### src/rtl/lc3_bus_arbiter_if.sv
// -----------------------------------------------------------------------------
// lc3_bus_arbiter_if
//   Bundle of signals between the tristate bus drivers and the bus arbiter.
//
//   req      : per-driver bus request, held high while the driver wants the bus
//   gate_en  : per-driver tristate enable, at most one bit high
//   owner    : index of the enabled driver, 0 when none is enabled
//   bus_idle : high when no driver is enabled
//   timeout  : one-cycle pulse when an ownership was cut off by the hold limit
//
//   Modports:
//     master : the requester side (drives req, observes the grant outputs)
//     slave  : the arbiter side (samples req, drives the grant outputs)
// -----------------------------------------------------------------------------
interface lc3_bus_arbiter_if #(
  parameter int N = 4
);
  localparam int OW = (N > 1) ? $clog2(N) : 1;

  logic [N-1:0]  req;
  logic [N-1:0]  gate_en;
  logic [OW-1:0] owner;
  logic          bus_idle;
  logic          timeout;

  modport master (
    output req,
    input  gate_en,
    input  owner,
    input  bus_idle,
    input  timeout
  );

  modport slave (
    input  req,
    output gate_en,
    output owner,
    output bus_idle,
    output timeout
  );
endinterface

### src/rtl/lc3_bus_arbiter.sv
// -----------------------------------------------------------------------------
// lc3_bus_arbiter
//   Round-robin owner selection for a shared tristate bus. Exactly zero or one
//   driver is enabled per cycle, each ownership is capped at MAX_HOLD cycles,
//   and every hand-over is separated by TURN_CYC dead cycles so that two
//   drivers never fight on the wires.
//
//   Parameters:
//     N        : number of bus drivers (requesters)
//     MAX_HOLD : maximum consecutive cycles one owner may drive the bus
//     TURN_CYC : dead cycles between owners (>= 1)
//
//   Ports:
//     clk   : clock, all state changes on its rising edge
//     rst_n : asynchronous active-low reset
//     bus   : slave side of lc3_bus_arbiter_if (req in; gate_en, owner,
//             bus_idle, timeout out). The interface N must match this N.
// -----------------------------------------------------------------------------
module lc3_bus_arbiter #(
  parameter int N        = 4,
  parameter int MAX_HOLD = 8,
  parameter int TURN_CYC = 1
) (
  input  logic                clk,
  input  logic                rst_n,
  lc3_bus_arbiter_if.slave    bus
);

  localparam int OW = (N > 1) ? $clog2(N) : 1;
  localparam int HW = $clog2(MAX_HOLD + 1);
  localparam int TW = (TURN_CYC > 0) ? $clog2(TURN_CYC + 1) : 1;

  typedef enum logic [1:0] {
    IDLE  = 2'd0,
    DRIVE = 2'd1,
    TURN  = 2'd2
  } state_t;

  state_t        state_q,   state_d;
  logic [N-1:0]  gate_en_q, gate_en_d;
  logic [OW-1:0] owner_q,   owner_d;
  logic [OW-1:0] last_q,    last_d;
  logic [HW-1:0] hold_q,    hold_d;
  logic [TW-1:0] turn_q,    turn_d;
  logic          timeout_q, timeout_d;

  logic          win_vld;
  logic [OW-1:0] win;

  // Round-robin pick: search last+1, last+2, ... modulo N. The loop runs from
  // the far end toward last+1 so the nearest requester overwrites the result.
  // The previous owner is searched last, which gives a timed-out owner the
  // lowest priority automatically.
  function automatic logic [OW:0] rr_pick(input logic [N-1:0]  r,
                                          input logic [OW-1:0] l);
    logic [OW:0]   res;
    logic [OW-1:0] iw;
    int            idx;
    res = '0;
    for (int k = N; k >= 1; k--) begin
      idx = (int'(l) + k) % N;
      iw  = idx[OW-1:0];
      if (r[iw]) begin
        res = {1'b1, iw};
      end
    end
    return res;
  endfunction

  always_comb begin
    {win_vld, win} = rr_pick(bus.req, last_q);
  end

  always_comb begin
    state_d   = state_q;
    gate_en_d = gate_en_q;
    owner_d   = owner_q;
    last_d    = last_q;
    hold_d    = hold_q;
    turn_d    = turn_q;
    timeout_d = 1'b0;

    case (state_q)
      IDLE: begin
        if (win_vld) begin
          state_d   = DRIVE;
          gate_en_d = N'(1) << win;
          owner_d   = win;
          last_d    = win;
          hold_d    = HW'(1);
          turn_d    = '0;
        end
      end

      DRIVE: begin
        // A release on the limit edge counts as a normal release, so the
        // request check takes precedence over the hold limit.
        if (!bus.req[owner_q]) begin
          state_d   = TURN;
          gate_en_d = '0;
          owner_d   = '0;
          hold_d    = '0;
          turn_d    = TW'(1);
        end else if (hold_q == HW'(MAX_HOLD)) begin
          state_d   = TURN;
          gate_en_d = '0;
          owner_d   = '0;
          hold_d    = '0;
          turn_d    = TW'(1);
          timeout_d = 1'b1;
        end else begin
          hold_d    = hold_q + HW'(1);
        end
      end

      TURN: begin
        // turn_q counts dead cycles already shown; re-arbitrate on the edge
        // that closes the last one.
        if (turn_q == TW'(TURN_CYC)) begin
          turn_d = '0;
          if (win_vld) begin
            state_d   = DRIVE;
            gate_en_d = N'(1) << win;
            owner_d   = win;
            last_d    = win;
            hold_d    = HW'(1);
          end else begin
            state_d   = IDLE;
          end
        end else begin
          turn_d = turn_q + TW'(1);
        end
      end

      default: begin
        state_d   = IDLE;
        gate_en_d = '0;
        owner_d   = '0;
        hold_d    = '0;
        turn_d    = '0;
      end
    endcase
  end

  // Asynchronous clear so a reset mid-DRIVE drops the tristate enable at once.
  always_ff @(posedge clk or negedge rst_n) begin
    if (!rst_n) begin
      state_q   <= IDLE;
      gate_en_q <= '0;
      owner_q   <= '0;
      last_q    <= OW'(N - 1);
      hold_q    <= '0;
      turn_q    <= '0;
      timeout_q <= 1'b0;
    end else begin
      state_q   <= state_d;
      gate_en_q <= gate_en_d;
      owner_q   <= owner_d;
      last_q    <= last_d;
      hold_q    <= hold_d;
      turn_q    <= turn_d;
      timeout_q <= timeout_d;
    end
  end

  assign bus.gate_en  = gate_en_q;
  assign bus.owner    = owner_q;
  assign bus.bus_idle = ~|gate_en_q;
  assign bus.timeout  = timeout_q;

endmodule

### src/flat_wrapper.sv
// flat-port wrapper written by rule: the top's interface ports become plain ports
module lc3_bus_arbiter_flat 
#(
  parameter int N        = 4,
  parameter int MAX_HOLD = 8,
  parameter int TURN_CYC = 1
)
  (clk, rst_n, bus_req, bus_gate_en, bus_owner, bus_bus_idle, bus_timeout);
  lc3_bus_arbiter_if #(.N(N)) bus_i ();
  input  logic clk;
  input  logic rst_n;
  input wire logic [$bits(bus_i.req)-1:0] bus_req;
  output wire logic [$bits(bus_i.gate_en)-1:0] bus_gate_en;
  output wire logic [$bits(bus_i.owner)-1:0] bus_owner;
  output wire logic [$bits(bus_i.bus_idle)-1:0] bus_bus_idle;
  output wire logic [$bits(bus_i.timeout)-1:0] bus_timeout;
  assign bus_i.req = bus_req;
  assign bus_gate_en = bus_i.gate_en;
  assign bus_owner = bus_i.owner;
  assign bus_bus_idle = bus_i.bus_idle;
  assign bus_timeout = bus_i.timeout;
  lc3_bus_arbiter #(.N(N), .MAX_HOLD(MAX_HOLD), .TURN_CYC(TURN_CYC)) u_core (.clk(clk), .rst_n(rst_n), .bus(bus_i));
endmodule
### config.mk
export PLATFORM = sky130hd
export DESIGN_NAME = lc3_bus_arbiter_flat
export DESIGN_NICKNAME = d
export VERILOG_FILES = /design/src/rtl/lc3_bus_arbiter_if.sv /design/src/rtl/lc3_bus_arbiter.sv /design/src/flat_wrapper.sv
export SDC_FILE = /design/constraint.sdc
export NUM_CORES = 1
export LEC_CHECK = 0
export CORE_UTILIZATION = 30
export DETAILED_ROUTE_END_ITERATION = 10
export PLACE_DENSITY_LB_ADDON = 0.05
export SETUP_SLACK_MARGIN = 0.1
export SYNTH_ARGS = -nofsm -noshare
export SYNTH_HDL_FRONTEND = slang
export SYNTH_SLANG_ARGS = --single-unit
### constraint.sdc
create_clock -name clk -period 2.4 [get_ports clk]
set_clock_uncertainty 0.15 [all_clocks]
set_input_delay 0.6 -clock clk [delete_from_list [all_inputs] [get_ports clk]]
set_output_delay 0.6 -clock clk [all_outputs]
set_load 0.01 [all_outputs]
==> results.txt <==
#FFs+latches synth - 16
Gpl congestion - 0.770
Critical path arrival - 2240 ps
Synth Area in Compound Gates - 25.5%
Mux contribution to synthesized area - 8.08%
Synthesis Warnings - 0
# setup viols final - 0
CP Max Fanout - 6
Synthesized area - 1010 um^2
Post-synthesis adder-cell area fraction - 7.46%
Count leader, synth - dfrtp_1
Worst Setup Slack, final - 187 ps
Sequential area share after synthesis - 40.0%
Layout cells sized above 1 - 21.3%
Syn Inst Count - 97
Post-Syn Area per Cell - 10.4 um^2
Distinct cells, synth - 37
WL final - 2.25 mm
Req. time, crit path - 2430 ps
Finished Cell Area - 1330 um^2
Number of max-cap violations - 0
Met2 wire len - 947 um
Top post-synthesis cells by area - dfrtp_1 (35%), ha_1 (7.5%), mux2i_1 (7.0%)
CTS tree - yes
Element type at the critical path end - flop
Total track usage - 14.9%
Fillcell total - 312
WL met1 - 1.22 mm
Worst Setup Path Type - primary input to flop
Post-synth top area share - 34.8%
H-tree levels - 1
Slew @ Worst Pin - 574 ps
Overflow left after global routing - 0
Synth-to-Final Area Change - 31.8%
N_diodes - 0
Outcome - completed
I/O pin total - 14
Pwr Density - 1150 nW/um^2
Die footprint - 3590 um^2
CTS Root Cell - clkbuf_4
Antenna violations before repair - 0
Max VDD drop - 0.449 mV
XOR/XNOR Fraction of Synth Area - 0%
Router iterations before antenna repair - 2
FMAX - 452 MHz
CTS Sinks - 16
Total power - 1520 uW
Worst-Skew Late Latency - 280 ps
Hold-fix buffers, CTS - 0
Drt initial violations - 38
Metal3 WL - 64 um
Largest family of logic cells by synthesized area - compound AO/OA/AOI/OAI gates
First-pass GRT wire length - 3.87 mm
Final hold vios - 0
Period minus WS final - 2210 ps
Clock transition at path regs - 100 ps
Core area - 3130 um^2
Async SR Flop Fraction - 100%
Final Cycle Share - 92.2%
Simple-gate share of the synthesized area - 15.5%
Area of placed instances - 1280 um^2
Largest net degree at the start of global routing - 17
Vias in the first global route - 814
Initial core utilization - 32.2%
Startpoint Class - primary input
Placed wire-length estimate - 1.76 mm
Yosys top cell by area - dfrtp_1
Post-synthesis net count - 109
WL per Instance - 13.2 um
Cells after DPL - 167
Fin nets - 140
Slew headroom - 61.6%
Cell Rows - 20
Drt via density - 4.96
Non-Filler Instances - 171
Placement Setup Slack - -147 ps
Clk buf depth - 2
Post-synth top flop - dfrtp_1
DRT antenna net count - 0
# DRC - 0
Slew Viols, Final - 0
Number of synthesized flops with an enable pin - 0
IO buf count - 13
Highest routed layer - met4
Min-delay worst type - flop to flop
Die X - 59.9 um
RSZ-0062 raised after global routing - no
Synth cell count leaders - dfrtp_1 (14), mux2i_1 (7), ha_1 (6), inv_1 (6), nand2_1 (6)
Num CTS Buffers - 3
Pleak - 0.000592 uW
Die Height - 59.9 um
DR vias - 849
worst paths after layout:
path                                                           to  slack, ps                     startpoint  cells after the start
worst min register to register       u_core.bus.timeout$_DFF_PN0_        380   u_core.hold_q[2]$_DFFE_PN0P_                      1
worst max register to register  u_core.bus.gate_en[0]$_DFFE_PN0P_        430  u_core.state_q[0]$_DFFE_PN0P_                      6
worst max-delay path                u_core.state_q[1]$_DFFE_PN0P_        190                     bus_req[0]                      5
worst min-delay path                 u_core.bus.timeout$_DFF_PN0_        380   u_core.hold_q[2]$_DFFE_PN0P_                      1
min in group asynchronous            u_core.bus.timeout$_DFF_PN0_        480                          rst_n                      2
max in group asynchronous            u_core.last_q[0]$_DFFE_PN1P_       1370                          rst_n                      2
flip-flops by register name, indices dropped and copies added (netlist names):
name	flops
u_core.bus.gate_en	4
u_core.hold_q	4
u_core.bus.owner	2
u_core.last_q	2
u_core.state_q	2
u_core.bus.timeout	1
u_core.turn_q	1
layer usage:
layer / vias up / track usage [%]
met2: 10 / 20.5
li1: 430 / -
met5: - / 0
met1: 407 / 22.0
met3: 2 / 2.81
met4: 0 / 6.98
logic make-up after synthesis:
logic type	after synthesis
AO/OA/AOI/OAI	33
adder cells (fa/ha/maj)	6
buffers and inverters	7
flip-flops	16
multiplexers	8
AND/OR/NAND/NOR	27
stage by stage:
stage          hold slack [ps]  utilization [%]  TNS, ps
2_1_floorplan              154                -        0
3_3_place_gp               358             41.1     -830
3_5_place_dp               362             41.1     -882
4_1_cts                    376             41.9        0
5_1_grt                    395             42.4        0
6_report                   377             42.4        0
where the power goes:
part | internal [uW] | switching (uW) | leakage, uW | total (uW)
Clock | 64.5 | 85.0 | 0.0000150 | 149
Combinational | 472 | 419 | 0.000370 | 890
Sequential | 384 | 97.3 | 0.000207 | 481
Total | 920 | 601 | 0.000592 | 1520
repair_timing:
action / CTS / global route
endpoints found under the hold margin: 0 / 0
resized for setup: 0 / 3
endpoints found under the setup margin: 0 / 3
setup buffers: 0 / 0
worst max-delay path: stages:
cell and delay [ps]:
clkdlybuf4s50_1 540, nor4_4 490, a21oi_1 120, o21ai_1 130, mux2_2 360
cell usage in the layout (no fill, tap or decap), types with 2 or more instances in the layout:
cell | netlist | routed
o21ai_0 | 4 | 4
o22a_1 | 2 | 2
o2bb2ai_1 | 2 | 2
a22o_1 | 5 | 5
dfstp_2 | 2 | 2
ha_1 | 6 | 6
inv_1 | 6 | 6
clkdlybuf4s50_1 | 0 | 12
nor2_1 | 5 | 5
o21a_1 | 3 | 3
nor3_1 | 4 | 4
nor2b_1 | 2 | 2
a21oi_1 | 2 | 2
nand2b_1 | 2 | 2
nor4_1 | 2 | 2
nand2_1 | 6 | 6
mux2i_1 | 7 | 7
a32o_1 | 2 | 2
buf_4 | 0 | 14
o31ai_1 | 2 | 2
o21ai_1 | 2 | 2
dfrtp_1 | 14 | 14
clkbuf_4 | 0 | 3
area by class of cell:
cell class / instances / area [um^2] / area share, %
multi-input combinational: 74 / 582 / 43.9
sequential: 16 / 403 / 30.4
timing repair buffer: 27 / 238 / 17.9
tap: 44 / 55.1 / 4.15
clock buffer: 4 / 26.3 / 1.98
inverter: 6 / 22.5 / 1.70
(Power assumes the default switching activity.)
==> patch, RTL diff (same flow settings) <==
Make the reset (`rst_n`) synchronous in one clocked block. Comments in the files are not updated.
--- a/src/rtl/lc3_bus_arbiter.sv
+++ b/src/rtl/lc3_bus_arbiter.sv
@@ -145,3 +145,3 @@
   // Asynchronous clear so a reset mid-DRIVE drops the tristate enable at once.
-  always_ff @(posedge clk or negedge rst_n) begin
+  always_ff @(posedge clk) begin
     if (!rst_n) begin
Formal check against the unedited RTL: differs if rst_n is asserted again (counterexample within 4 cycles, from zero or initial values and one cycle with rst_n low); with rst_n held inactive, the same outputs for 10 cycles.
==> patch against the original RTL <==
The run now ends with design-rule violations left. Synthesized cell count grew 5.2%. Largest cell class unchanged. Sequential power shrank 12%. Setup slack gained 0.038 ns. Clock power is essentially flat. Global-route usage shrank 0.15 points. Utilization grew 0.59 points. Area after synthesis shrank 8.0%. Combinational power shrank 26%. Sequential cell count is the same. Wire length shrank 5.7%. Design area shrank 8.3%. Total power shrank 19%. Highest routed layer unchanged.
==> patch: results (changes against the original RTL) <==
[run_status]
outcome=complete, but fails checks
violations=design-rule violations

[pwr]
ir_drop_v=0.0004213  ; -6.1%
leakagePower_nw=0.4840  ; -18%

[finish]
finalNetCount=144  ; +2.9%
nFillCells=284  ; -9.0%
drive_gt1_share_pct=18.46  ; -2.8 points

[grt]
grt_use_met1_pct=21.33  ; -0.65 points
grt_usage_pct=14.70  ; -0.15 points
gr-usage-met2_pct=20.60  ; +0.12 points
grt_max_degree=10  ; -7
grt_pass1_vias=829  ; +1.8%
antenna_found_initial=0  ; unchanged
grt_pass1_wl_um=3760  ; -2.8%
grt_use_met3_pct=2.721  ; -0.093 points

[drt]
wl_met1_um=1134  ; -7.2%
first_iter_violations=28  ; -26%
drc=2  ; +2
viasPerCell=5.503  ; +11%
dr.pass1.iters=7  ; +5
vias=886  ; +4.4%
routed-wl-met3_um=76  ; +19%
wl_um=2126  ; -5.7%
met2_length_um=876  ; -7.5%

[placement]
place_worst_setup_slack_ns=-0.04346  ; +0.1036 ns
numPortBuffers=13  ; unchanged
place_hpwl_um=1658  ; -5.6%
dpl_cell_area_mm2=0.001185  ; -7.8%
place.gp.congestion=0.7000  ; -9.1%

[critical_path]
crit_family=buffers and inverters
reg2regPathDepth=6  ; unchanged
crit_path_start=bus_req[3]
crit_path_end=u_core.hold_q[3]
cp_slowest_stage_delay_ns=0.56  ; +0.02 ns
cp_max_fo=5  ; -1
r2r_start=u_core.state_q[1]
r2r_slack_ns=0.47  ; +0.04 ns
start_kind=input pin

[clock_network]
clk_pin_slew_ns=0.10  ; about the same
clock_path_buffers=2  ; unchanged
cts_setup_buffers=0  ; unchanged
clock_tree.root_cell=clkbuf_4
cts.repair.resized=0  ; unchanged

[min_path]
min_to=u_core.turn_q
hold_path_class=reg -> reg
hold_start=u_core.turn_q
worstHoldPathCells=2  ; +1

[timing]
whs_ns=0.3330  ; -0.04423 ns
worst_slack_ns=0.2251  ; +0.03814 ns
relSlewSlack_pct=70.75  ; +9.2 points

[logic_synthesis]
async_flop_share_pct=0  ; -100 points
synth_area_leaders=dfxtp_1 35%, ha_1 8.1%, mux2i_1 6.5%
yosysWarnings=0  ; unchanged
ys.flop_type=dfxtp_1
synth_cell_types=40  ; +8.1%
synth-seq-area-share_pct=34.59  ; -5.5 points
syn_area_per_cell_um2=9.077  ; -12%
synth_fp_nets=114  ; +4.6%
ys_top_cells_by_count=16 x dfxtp_1, 11 x nand2_1, 6 x ha_1, 6 x mux2i_1

patch: changes by cell type in the layout (fill, tap and decap cells not counted), sizes merged, moves of 4 or more:
cell   change
dfrtp     -14
a21oi      +4
nand2      +5
dfxtp     +16
o21ai      -6
patch: cells by family (layout without fill, tap and decap cells):
family	count (synthesis)	in the layout	synth area share (%)
AND/OR/NAND/NOR	38	38	24.05
AO/OA/AOI/OAI	30	30	23.92
flip-flops	16	16	34.59
adder cells (fa/ha/maj)	6	6	8.108
multiplexers	6	6	6.487
buffers and inverters	6	34	2.838
patch: area by class of cell:
type                    count  area [um^2]  share of cell area (%)
repair buffers             26        230.2                   18.93
multi-input cells          80        585.6                   48.15
inverters                   5        18.77                   1.543
flip-flops and latches     16        320.3                   26.34
clock buffers               3        22.52                   1.852
well taps                  31        38.79                   3.189
patch: power breakdown:
group	internal, mW	switching (mW)	leakage (nW)
Sequential	0.343	0.0793	0.131
Clock	0.0583	0.0909	0.0138
Combinational	0.352	0.309	0.339
Total	0.753	0.479	0.484
